**src/rtl/conv_neuron.sv**
```systemverilog
`default_nettype none
// +--------------------------------------------------------------------------+
// | conv_neuron: 4-tap signed MAC, shift, saturate, optional ReLU, 2 stages.  |
// | Revision: 1.0                                                            |
// +--------------------------------------------------------------------------+
module conv_neuron #(
  parameter int DATA_W    = 8,
  parameter int N_TAPS    = 4,
  parameter int OUT_SHIFT = 0,
  parameter int RELU_EN   = 0
) (
  input  logic                               clk,
  input  logic                               rst_n,
  input  logic [N_TAPS*DATA_W-1:0]           kernel,
  input  logic [N_TAPS-1:0][DATA_W-1:0]      pixels,
  output logic [DATA_W-1:0]                  convResult
);

  localparam int PROD_W = 2 * DATA_W;
  localparam int SUM_W  = PROD_W + $clog2(N_TAPS);
  localparam logic signed [SUM_W-1:0] SAT_MAX = SUM_W'(2 ** (DATA_W - 1) - 1);
  localparam logic signed [SUM_W-1:0] SAT_MIN = -SAT_MAX - SUM_W'(1);

  logic [N_TAPS-1:0][PROD_W-1:0] prod;
  logic signed [SUM_W-1:0]       sum;
  logic signed [SUM_W-1:0]       shifted;
  logic signed [DATA_W-1:0]      sat;
  logic [DATA_W-1:0]             result_next;

  always_ff @(posedge clk) begin
    if (!rst_n) begin
      prod <= '0;
    end else begin
      for (int i = 0; i < N_TAPS; i++) begin
        prod[i] <= PROD_W'($signed(kernel[DATA_W*i +: DATA_W]) * $signed(pixels[i]));
      end
    end
  end

  // The sum is wide enough to be exact, so clamping is the only overflow handling.
  always_comb begin
    sum = '0;
    for (int i = 0; i < N_TAPS; i++) begin
      sum = sum + SUM_W'($signed(prod[i]));
    end
    shifted = sum >>> OUT_SHIFT;
    if (shifted > SAT_MAX) begin
      sat = SAT_MAX[DATA_W-1:0];
    end else if (shifted < SAT_MIN) begin
      sat = SAT_MIN[DATA_W-1:0];
    end else begin
      sat = shifted[DATA_W-1:0];
    end
    result_next = (RELU_EN != 0 && sat[DATA_W-1]) ? '0 : sat;
  end

  always_ff @(posedge clk) begin
    if (!rst_n) begin
      convResult <= '0;
    end else begin
      convResult <= result_next;
    end
  end

endmodule
`default_nettype wire

```
**config.mk**
```make
export PLATFORM = sky130hd
export DESIGN_NAME = conv_neuron
export DESIGN_NICKNAME = d
export VERILOG_FILES = /design/src/rtl/conv_neuron.sv
export SDC_FILE = /design/constraint.sdc
export NUM_CORES = 1
export LEC_CHECK = 0
export ABC_AREA = 1
export BUFFER_PORTS_ARGS = -buffer_cell sky130_fd_sc_hd__buf_4
export CAP_MARGIN = 20
export CORE_MARGIN = 3
export CORE_UTILIZATION = 60
export CTS_CLUSTER_DIAMETER = 150
export DETAILED_ROUTE_END_ITERATION = 6
export PLACE_DENSITY = 0.78
export SETUP_SLACK_MARGIN = 0.5
export SLEW_MARGIN = 20
export SYNTH_ARGS = -nofsm -noshare
export SYNTH_HDL_FRONTEND = slang
export SYNTH_SLANG_ARGS = --single-unit
```
**constraint.sdc**
```tcl
create_clock -name clk -period 4.4 [get_ports clk]
set_input_delay 0.22 -clock clk [delete_from_list [all_inputs] [get_ports clk]]
set_output_delay 0.22 -clock clk [all_outputs]
set_load 0.02 [all_outputs]
```
==> flow_metrics.tcl, run 1 <==
set metrics [dict create \
    clk_root_buffer_cell "clkbuf_16" \
    cts.path.max_buffers 2 \
    routabilityCongestion 0.9048 \
    syn_area_per_cell_um2 7.577 \
    grt_antenna_before_repair 0 \
    synth-seq-cells 72 \
    layout_min_cycle_time_ns 3.766 \
    cellInternalPower_mw 5.157 \
    register_area_mm2 0.001441 \
    cts_max_level 3 \
    cellPowerDensity_mw_per_mm2 749.2 \
    setup_viol 0 \
    final_non_filler_cells 2203 \
    switching_share_pct 55.17 \
    timing.fmax_ghz 0.2655 \
    route.detailed.drc 0 \
    port-buffer-count 73 \
    io_pins 74 \
    dpl.cell_count 2178 \
    grt_pass1_wl_um 51280 \
    drt-initial-drc-count 775 \
    timing_worst_slew_pin_value_ns 0.6073 \
    groute.usage.overall_pct 23.92 \
    p_total_mw 11.50 \
    fin_skew_ns 0.002415 \
    preCtsSetupSlack_ns 0.2381 \
    fraction_of_met2_tracks_used_by_global_routing_pct 42.72 \
    asr_flop_ratio_synth_pct 0 \
    critical_path_class "input pin to flip-flop" \
    critPathTopFamily "adder cells" \
    count_of_flip_flops_with_a_built_in_enable_after_synthesis 0 \
    fin_crit_sh_pct 85.59 \
    crit_required_ns 4.61 \
    number_of_violations_of_the_max_capacitance_limit 0 \
    tritoncts "done" \
    drt.antenna.violating_nets 0 \
    final.fill_count 1959 \
    grt_max_degree 58 \
    cp_cell_sequence "buf_4 -> inv_1 -> or2_2 -> fa_1 -> fa_1 -> fa_1 -> inv_1 -> fa_1 -> ha_1 -> a21oi_1 -> inv_1 -> nor2_2 -> nor2_1 -> nor2_2 -> o21bai_1 -> o21ai_0 -> a21oi_1" \
    overflow 0 \
    final_common_cell "inv_1" \
    die_y_um 159.3 \
    die_w_um 159.3 \
    timing_hold_violations_final 0 \
    routed_wl_um 28790 \
    clock_power_share_pct 7.3 \
    hold_class "input pin to flip-flop" \
    status "completed" \
    p_comb_share_pct 84.0 \
    largest_voltage_drop_on_the_vdd_net_uv 609.9 \
    dpl.hpwl_um 24580 \
    via_count 10970 \
    worst_slew_margin_rel_pct 59.47 \
    tritoncts.num_buffers 9 \
    clk_transition_reported_paths_ns 0.06 \
    fin_worst_hold_slack_ns 0.1965 \
    timing.final.max_slew_violations 0 \
    cp_max_fo 8 \
    synthFlopType "dfxtp_1" \
    post_synth_instance_area_mm2 0.01409 \
    synthesis.yosys.warnings 0 \
    post_drt_wl_per_cell_um 13.07 \
    row_count 55 \
    static-leakage-power_nw 8.929 \
    drive_above_1_share_pct 10.11 \
    worst_ep_arrival_time_ns 3.97 \
    critical_path.most_common_cell "fa_1" \
    synth_cell_types 37 \
    timing.critical_path.from_type "input pin" \
    critPathSlowestCell "fa_1" \
    final_design_area_no_fill_mm2 0.01535 \
    core_area_mm2 0.02285 \
    clkLatencyLatePin_ns 0.33 \
    utilization_pct 67.20 \
    p_seq_share_pct 8.7 \
    synth.net_count 2312 \
    grt_setup_unrepaired "true" \
    drt_pass1_iterations 6 \
    worst_slack_setup_final_ns 0.6340 \
    tns_ns 0 \
    busiest_layer "met2" \
    number_of_global_route_vias_before_repair 11430 \
    post_dp_cell_area_mm2 0.01479 \
    post_synth_inst_count 1860 \
    antennaDiodeCount 0 \
    start_util_pct 61.69 \
    worst_setup_path_end_kind "flip-flop" \
    cts.sink_count 72 \
    switchingPower_mw 6.345 \
    groute.layer.met3.usage_pct 2.992 \
    worst_path_largest_cell_delay_ns 0.50 \
    fp.dieArea_mm2 0.02536 \
    grtUsageMet1_pct 31.77 \
    detail_route.vias_per_cell 4.981 \
    commonest_cells_after_routing_fill_and_taps_aside "585 x inv_1, 389 x nand2_1, 248 x fa_1" \
    syn_to_final_growth_pct 8.931 \
    critical_path_buf_inv_count 4 \
    yosysSeqAreaShare_pct 10.23 \
    multi_input_comb_area_mm2 0.01033 \
    final_nets 2337 \
]
cell families (layout without fill, tap and decap cells):
logic type      Yosys count  count (layout)  synth area share [%]
flops                    72              72                 10.23
simple gates            549             549                 16.24
xor+xnor                 32              32                 2.042
buf+inv                 660             690                 17.63
compound gates          161             161                 6.117
fa+ha+maj               386             386                 47.75
sequential cells by signal, summed over array words and instances, names as in the netlist:
signal      count
prod           64
convResult      8
power by group through the flow:
stage | combinational [mW] | sequential (mW) | clock, mW
2_1_floorplan | 7.29 | 1.03 | 0
3_3_place_gp | 8.86 | 1.01 | 0
3_5_place_dp | 9.17 | 1.02 | 0
4_1_cts | 9.27 | 1.00 | 0.845
5_1_grt | 11.2 | 1.03 | 0.875
6_report | 9.66 | 1.00 | 0.837
worst reg2reg max path: stages, from the launching register on:
cell	delay (ns)
dfxtp_1	0.31
inv_1	0.09
fa_1	0.54
inv_1	0.05
fa_1	0.50
ha_1	0.24
inv_1	0.07
fa_1	0.40
inv_1	0.09
nand3_1	0.07
nand2_1	0.15
nand3_1	0.14
nand3_2	0.10
nand2_1	0.07
nand3_2	0.08
xnor2_2	0.17
inv_2	0.08
nand2_2	0.16
a21oi_1	0.09
path summary, 6_finish.rpt:
path | startpoint | end | slack, ns | cells after the start
setup / recovery | pixels[7] | prod[13] | 0.63 | 17
hold / removal | kernel[8] | prod[16] | 0.20 | 3
setup reg to reg | prod[1] | convResult[0] | 0.83 | 18
hold reg to reg | prod[48] | convResult[0] | 0.67 | 3
routing by layer:
layer	wire length, um	part of all wire, %
met5	0	0
met2	14550	51
met3	1080	3.8
met1	12570	44
met4	588	2.0
layout make-up:
| class | instances | share of cell area (%) |
|---|---|---|
| Clock buffer | 11 | 1.581 |
| Clock inverter | 5 | 0.6765 |
| Inverter | 592 | 14.50 |
| Multi-Input combinational cell | 1128 | 67.29 |
| Sequential cell | 72 | 9.389 |
| Tap cell | 313 | 2.551 |
| Timing Repair Buffer | 82 | 4.010 |
repair_timing:
item	in CTS	in global routing
gates resized for setup	0	49
hold buffers	0	0
endpoints found under the setup margin	0	18
buffers inserted	0	9
cell usage after synthesis (2+ instances only):
cell type / n / share of area [%]
dfxtp_1: 72 / 10
o21bai_1: 5 / 0.27
a31oi_1: 3 / 0.13
a21o_1: 4 / 0.21
nor3_1: 7 / 0.25
or2_2: 30 / 1.3
o31ai_1: 2 / 0.11
and2_1: 2 / 0.089
nor2_2: 3 / 0.13
nand2_2: 6 / 0.27
clkbuf_1: 66 / 1.8
nor4_1: 2 / 0.089
xnor2_1: 23 / 1.4
nand3b_1: 2 / 0.11
o21ai_0: 56 / 2.0
xor2_1: 8 / 0.50
nand4_1: 10 / 0.44
nor2_1: 62 / 1.7
inv_1: 588 / 16
o211ai_1: 2 / 0.11
a21oi_2: 3 / 0.19
a21oi_1: 83 / 2.9
nand2_1: 390 / 10
ha_1: 133 / 12
fa_1: 253 / 36
inv_2: 4 / 0.11
nand3_2: 4 / 0.28
nand3_1: 28 / 0.99
No activity file was read; power rests on OpenSTA's default activity.
==> run 2, diff against run 1 <==
Settings changed: BUFFER_PORTS_ARGS -buffer_cell sky130_fd_sc_hd__buf_4 to not set, DONT_BUFFER_PORTS set to 1, PLACE_DENSITY 0.78 to 0.76.
==> run 2 against run 1 <==
  * Sequential cell count unchanged
  * Hold slack worse by 0.18 ns
  * Via count down 3.4%
  * Clock-buffer cell count up 2
  * Clock power down 14%
  * Utilization down 3.3 points
==> flow_metrics.tcl, run 2 (synthesized netlist as in run 1, its figures left out) <==
set metrics [dict create \
    status "completed" \
    final_design_area_no_fill_mm2 0.01459 \
    cp_max_fo 8 \
    crit-reg2reg-capture "convResult[5]" \
    cts_max_level 3 \
    dpl.hpwl_um 23850 \
    tns_ns 0 \
    io_pins 74 \
    row_count 55 \
    largest_reg_flops 64 \
    reg2reg_slack_ns 0.86 \
    detail_route.vias_per_cell 4.989 \
    final_common_cell "inv_1" \
    cellInternalPower_mw 4.820 \
    clk_transition_reported_paths_ns 0.05 \
    drt_pass1_iterations 7 \
    worst_hold_path.num_cells 2 \
    post_dp_cell_area_mm2 0.01424 \
    dr_wl_met2_um 13660 \
    largest_voltage_drop_on_the_vdd_net_uv 695.2 \
    worst_slew_margin_rel_pct 61.17 \
    fin_worst_hold_slack_ns 0.02044 \
    worstHoldEndpoint "prod[16]" \
    final.fill_count 2034 \
    die_y_um 159.3 \
    timing.fmax_ghz 0.2698 \
    final_nets 2258 \
    cts.path.max_buffers 2 \
    routabilityCongestion 0.8922 \
    tritoncts "done" \
    p_total_mw 10.80 \
    switchingPower_mw 5.980 \
    overflow 0 \
    critical_path_class "input pin to flip-flop" \
    timing_hold_violations_final 0 \
    tritoncts.num_buffers 9 \
    worst_ep_arrival_time_ns 3.91 \
    worst_setup_path_end_kind "flip-flop" \
    number_of_global_route_vias_before_repair 11010 \
    routed_wl_um 27480 \
    clk_root_buffer_cell "clkbuf_16" \
    syn_to_final_growth_pct 3.551 \
    met3_wirelength_from_detailed_routing_um 1517 \
    timing_worst_slew_pin_value_ns 0.5818 \
    commonest_cells_after_routing_fill_and_taps_aside "588 x inv_1, 390 x nand2_1, 253 x fa_1" \
    worst_slack_setup_final_ns 0.6939 \
    drt.antenna.violating_nets 0 \
    p_seq_share_pct 9.7 \
    antennaDiodeCount 0 \
    top_layer_used "met5" \
    cts.sink_count 72 \
    drive_above_1_share_pct 4.362 \
    timing.critical_path.from_type "input pin" \
    wirelength_met1_um 11740 \
    min_from "kernel[8]" \
    core_area_mm2 0.02285 \
    clock_power_share_pct 6.7 \
    static-leakage-power_nw 8.533 \
    drt-initial-drc-count 652 \
    grt_antenna_before_repair 1 \
    post_drt_wl_per_cell_um 12.94 \
    die_w_um 159.3 \
    p_comb_share_pct 83.7 \
    route.detailed.drc 0 \
    via_count 10600 \
    switching_share_pct 55.37 \
    setup_viol 0 \
    crit_required_ns 4.60 \
    critPathLaunch "pixels[18]" \
    port-buffer-count 0 \
    start_util_pct 61.69 \
    fp.dieArea_mm2 0.02536 \
    hold_class "input pin to flip-flop" \
    grt_pass1_wl_um 49000 \
    number_of_violations_of_the_max_capacitance_limit 0 \
    fin_crit_sh_pct 84.23 \
    clkLatencyLatePin_ns 0.33 \
    grt_setup_unrepaired "false" \
    r2r-start "prod[1]" \
    grt_max_degree 51 \
    cellPowerDensity_mw_per_mm2 740.0 \
    fin_skew_ns 0.004973 \
    top_register "prod" \
    timing.final.max_slew_violations 0 \
    groute.usage.overall_pct 22.91 \
    worst-r2r-cell-count 20 \
    layout_min_cycle_time_ns 3.706 \
    layout_top_registers "prod x64, convResult x8" \
    preCtsSetupSlack_ns 0.3600 \
]
run 2: cell types whose count changed in the layout (fill, tap and decap cells not counted), sizes merged:
cell / previous run / this run
clkbuf: 11 / 13
buf: 82 / 1
inv: 591 / 592
bufinv: 3 / 1
dlygate4sd3: 0 / 2
clkinvlp: 1 / 0
run 2: area by class of cell:
type | instances | area [um^2] | area share (%)
multi-input combinational | 1128 | 10210 | 69.97
inverter | 592 | 2222 | 15.23
sequential | 72 | 1441 | 9.877
tap | 313 | 391.6 | 2.683
clock buffer | 13 | 260.3 | 1.783
clock inverter | 3 | 40.04 | 0.2743
timing repair buffer | 3 | 27.53 | 0.1886
run 2: worst max-delay path, stage by stage:
cell and delay, ns:
nand2_1 0.08, inv_1 0.09, fa_1 0.68, inv_1 0.15, fa_1 0.54, fa_1 0.44
fa_1 0.49, inv_1 0.04, ha_1 0.34, a21oi_1 0.19, o21ai_0 0.10, a21oi_1 0.14
o21ai_0 0.12, o21ai_0 0.20, a21oi_1 0.08
run 2: power groups by stage:
stage / Combinational (mW) / Sequential (mW) / Clock [mW]
finish: 9.04 / 1.04 / 0.719
global route: 10.5 / 1.06 / 0.761
CTS: 9.01 / 1.05 / 0.732
detailed placement: 8.95 / 1.06 / 0
global placement: 8.68 / 1.05 / 0
floorplan: 7.29 / 1.03 / 0
run 2: how the worst max path moves through the flow:
stage / endpoint / slack, ns / cells after the start
floorplan: prod[60] / 0.50 / 19
global placement: prod[60] / 0.46 / 19
detailed placement: prod[29] / 0.36 / 14
CTS: prod[29] / 0.70 / 14
global route: prod[60] / 0.48 / 19
finish: prod[47] / 0.69 / 15
run 2: repair_timing:
action	4_1_cts	5_1_grt
endpoints found under the hold margin	8	0
hold buffers	2	0
gates resized for setup	0	9
endpoints found under the setup margin	0	5
setup buffers	0	1
run 2: per-layer routing:
| layer | global-route usage, % | vias up |
|---|---|---|
| met4 | 5.332 | 2 |
| met3 | 3.954 | 46 |
| met2 | 40.20 | 259 |
| met5 | 0 | - |
| met1 | 29.82 | 5083 |
| li1 | - | 5206 |
run 2: stage by stage:
stage	utilization, %	cells
after floorplan	-	1860
final	63.88	2124
after global routing	63.88	2124
after global placement	62.34	2105
after CTS	63.74	2123
after detailed placement	62.34	2105
==> run 3, diff against run 2 <==
Clock period 4.4 ns to 3.8 ns, I/O delays scaled along.
==> run 3 against run 2 <==
  * Via count up 4.2%
  * Die area unchanged
  * Design area up 11%
==> flow_metrics.tcl, run 3 (synthesized netlist as in run 1, its figures left out) <==
set metrics [dict create \
    crit_required_ns 4.07 \
    syn_to_final_growth_pct 15.34 \
    start_util_pct 61.69 \
    grt_pass1_wl_um 51460 \
    cts.path.max_buffers 2 \
    largest_reg_flops 64 \
    timing.critical_path.from_type "input pin" \
    dpl.hpwl_um 24610 \
    top_register "prod" \
    worst-r2r-cell-count 20 \
    timing_worst_slew_pin_value_ns 0.6420 \
    groute.usage.overall_pct 24.08 \
    drt_pass1_iterations 5 \
    tritoncts.num_buffers 9 \
    number_of_violations_of_the_max_capacitance_limit 0 \
    grt_setup_unrepaired "true" \
    post_drt_wl_per_cell_um 14.01 \
    drt-initial-drc-count 630 \
    row_count 55 \
    commonest_cells_after_routing_fill_and_taps_aside "544 x inv_1, 356 x nand2_1, 233 x fa_1" \
    io_pins 74 \
    clkLatencyLatePin_ns 0.34 \
    final_nets 2321 \
    antennaDiodeCount 0 \
    tritoncts "done" \
    cp_max_fo 5 \
    final_common_cell "inv_1" \
    layout_min_cycle_time_ns 3.671 \
    worst_slew_margin_rel_pct 57.15 \
    drt.antenna.violating_nets 0 \
    die_w_um 159.3 \
    cts.sink_count 72 \
    worst_hold_path.num_cells 2 \
    overflow 0 \
    number_of_global_route_vias_before_repair 11330 \
    clk_transition_reported_paths_ns 0.05 \
    via_count 11050 \
    drive_above_1_share_pct 17.82 \
    grt_max_degree 58 \
    cts_max_level 3 \
    routed_wl_um 30630 \
    routabilityCongestion 0.8878 \
    port-buffer-count 0 \
    timing.fmax_ghz 0.2724 \
    timing_hold_violations_final 0 \
    worst_setup_path_end_kind "flip-flop" \
    layout_top_registers "prod x64, convResult x8" \
    critical_path_class "input pin to flip-flop" \
    worst_ep_arrival_time_ns 3.94 \
    timing.final.max_slew_violations 0 \
    reg2reg_slack_ns 0.41 \
    setup_viol 0 \
    fp.dieArea_mm2 0.02536 \
    clk_root_buffer_cell "clkbuf_16" \
    core_area_mm2 0.02285 \
    worst_slack_setup_final_ns 0.1287 \
    grt_antenna_before_repair 0 \
    detail_route.vias_per_cell 5.050 \
    utilization_pct 71.15 \
    status "completed" \
    fin_skew_ns 0.006704 \
    route.detailed.drc 0 \
    final.fill_count 1781 \
    preCtsSetupSlack_ns -0.1996 \
    hold_class "input pin to flip-flop" \
    die_y_um 159.3 \
    fin_crit_sh_pct 96.61 \
]
-- run 3: cell types whose count changed in the layout (fill, tap and decap cells not counted), moves of 32 or more --
cell and delta:
inv_1 -44, inv_2 +39, o21ai_0 -38, buf_4 +35
ha_1 -35, nand2_1 -34, ha_4 +32
-- run 3: worst max-delay path, stage by stage --
cell,delay [ns]
clkinvlp_4,0.11
buf_6,0.14
or2_4,0.22
fa_1,0.46
fa_1,0.52
inv_1,0.06
fa_1,0.44
fa_1,0.53
ha_4,0.22
a21oi_2,0.13
nand2_2,0.09
a21oi_4,0.21
o21ai_4,0.08
a21oi_2,0.12
nor2_1,0.07
o21ai_1,0.15
nand2_1,0.08
nor2_1,0.11
-- run 3: routing by layer --
metal | track usage [%] | wire length (um) | vias up
met1 | 32.42 | 13110 | 5379
met5 | 0 | 0 | -
met3 | 2.810 | 1460 | 39
li1 | - | - | 5343
met2 | 42.54 | 15690 | 284
met4 | 4.616 | 375 | 0
-- run 3: path summary, 6_finish.rpt --
kind | from | to
setup reg to reg | prod[1] | convResult[1]
setup / recovery | pixels[15] | prod[30]
hold / removal | pixels[24] | prod[48]
hold reg to reg | prod[48] | convResult[0]
-- run 3: layout make-up --
type / count / area, um^2 / share of cell area [%]
Sequential cell: 72 / 1443 / 8.875
Timing Repair Buffer: 66 / 581.8 / 3.579
Clock inverter: 5 / 56.30 / 0.3464
Tap cell: 313 / 391.6 / 2.409
Clock buffer: 11 / 242.7 / 1.493
Inverter: 592 / 2238 / 13.77
Multi-Input combinational cell: 1128 / 11300 / 69.53
-- run 3: repair_timing --
item	4_1_cts	5_1_grt
setup endpoints to repair	26	40
hold buffers	19	2
hold endpoints to repair	26	4
pin swaps	41	67
resized for setup	35	128
setup buffers	15	20
-- run 3: through the flow --
step / cell area (um^2) / TNS (ns) / cells / hold slack (ns)
5_1_grt: 16260 / 0 / 2187 / 0.002399
3_5_place_dp: 14830 / -0.4315 / 2115 / 0.3022
2_1_floorplan: 14980 / 0 / 1860 / 0.3952
3_3_place_gp: 14830 / -0.03205 / 2115 / 0.3016
4_1_cts: 15610 / 0 / 2165 / -0.02659
6_report: 16260 / 0 / 2187 / 0.0003268
Power of run 3 is left out: the tool's default activity adds up to more than one toggle a clock period on the data nets, which glitch-free logic cannot reach.
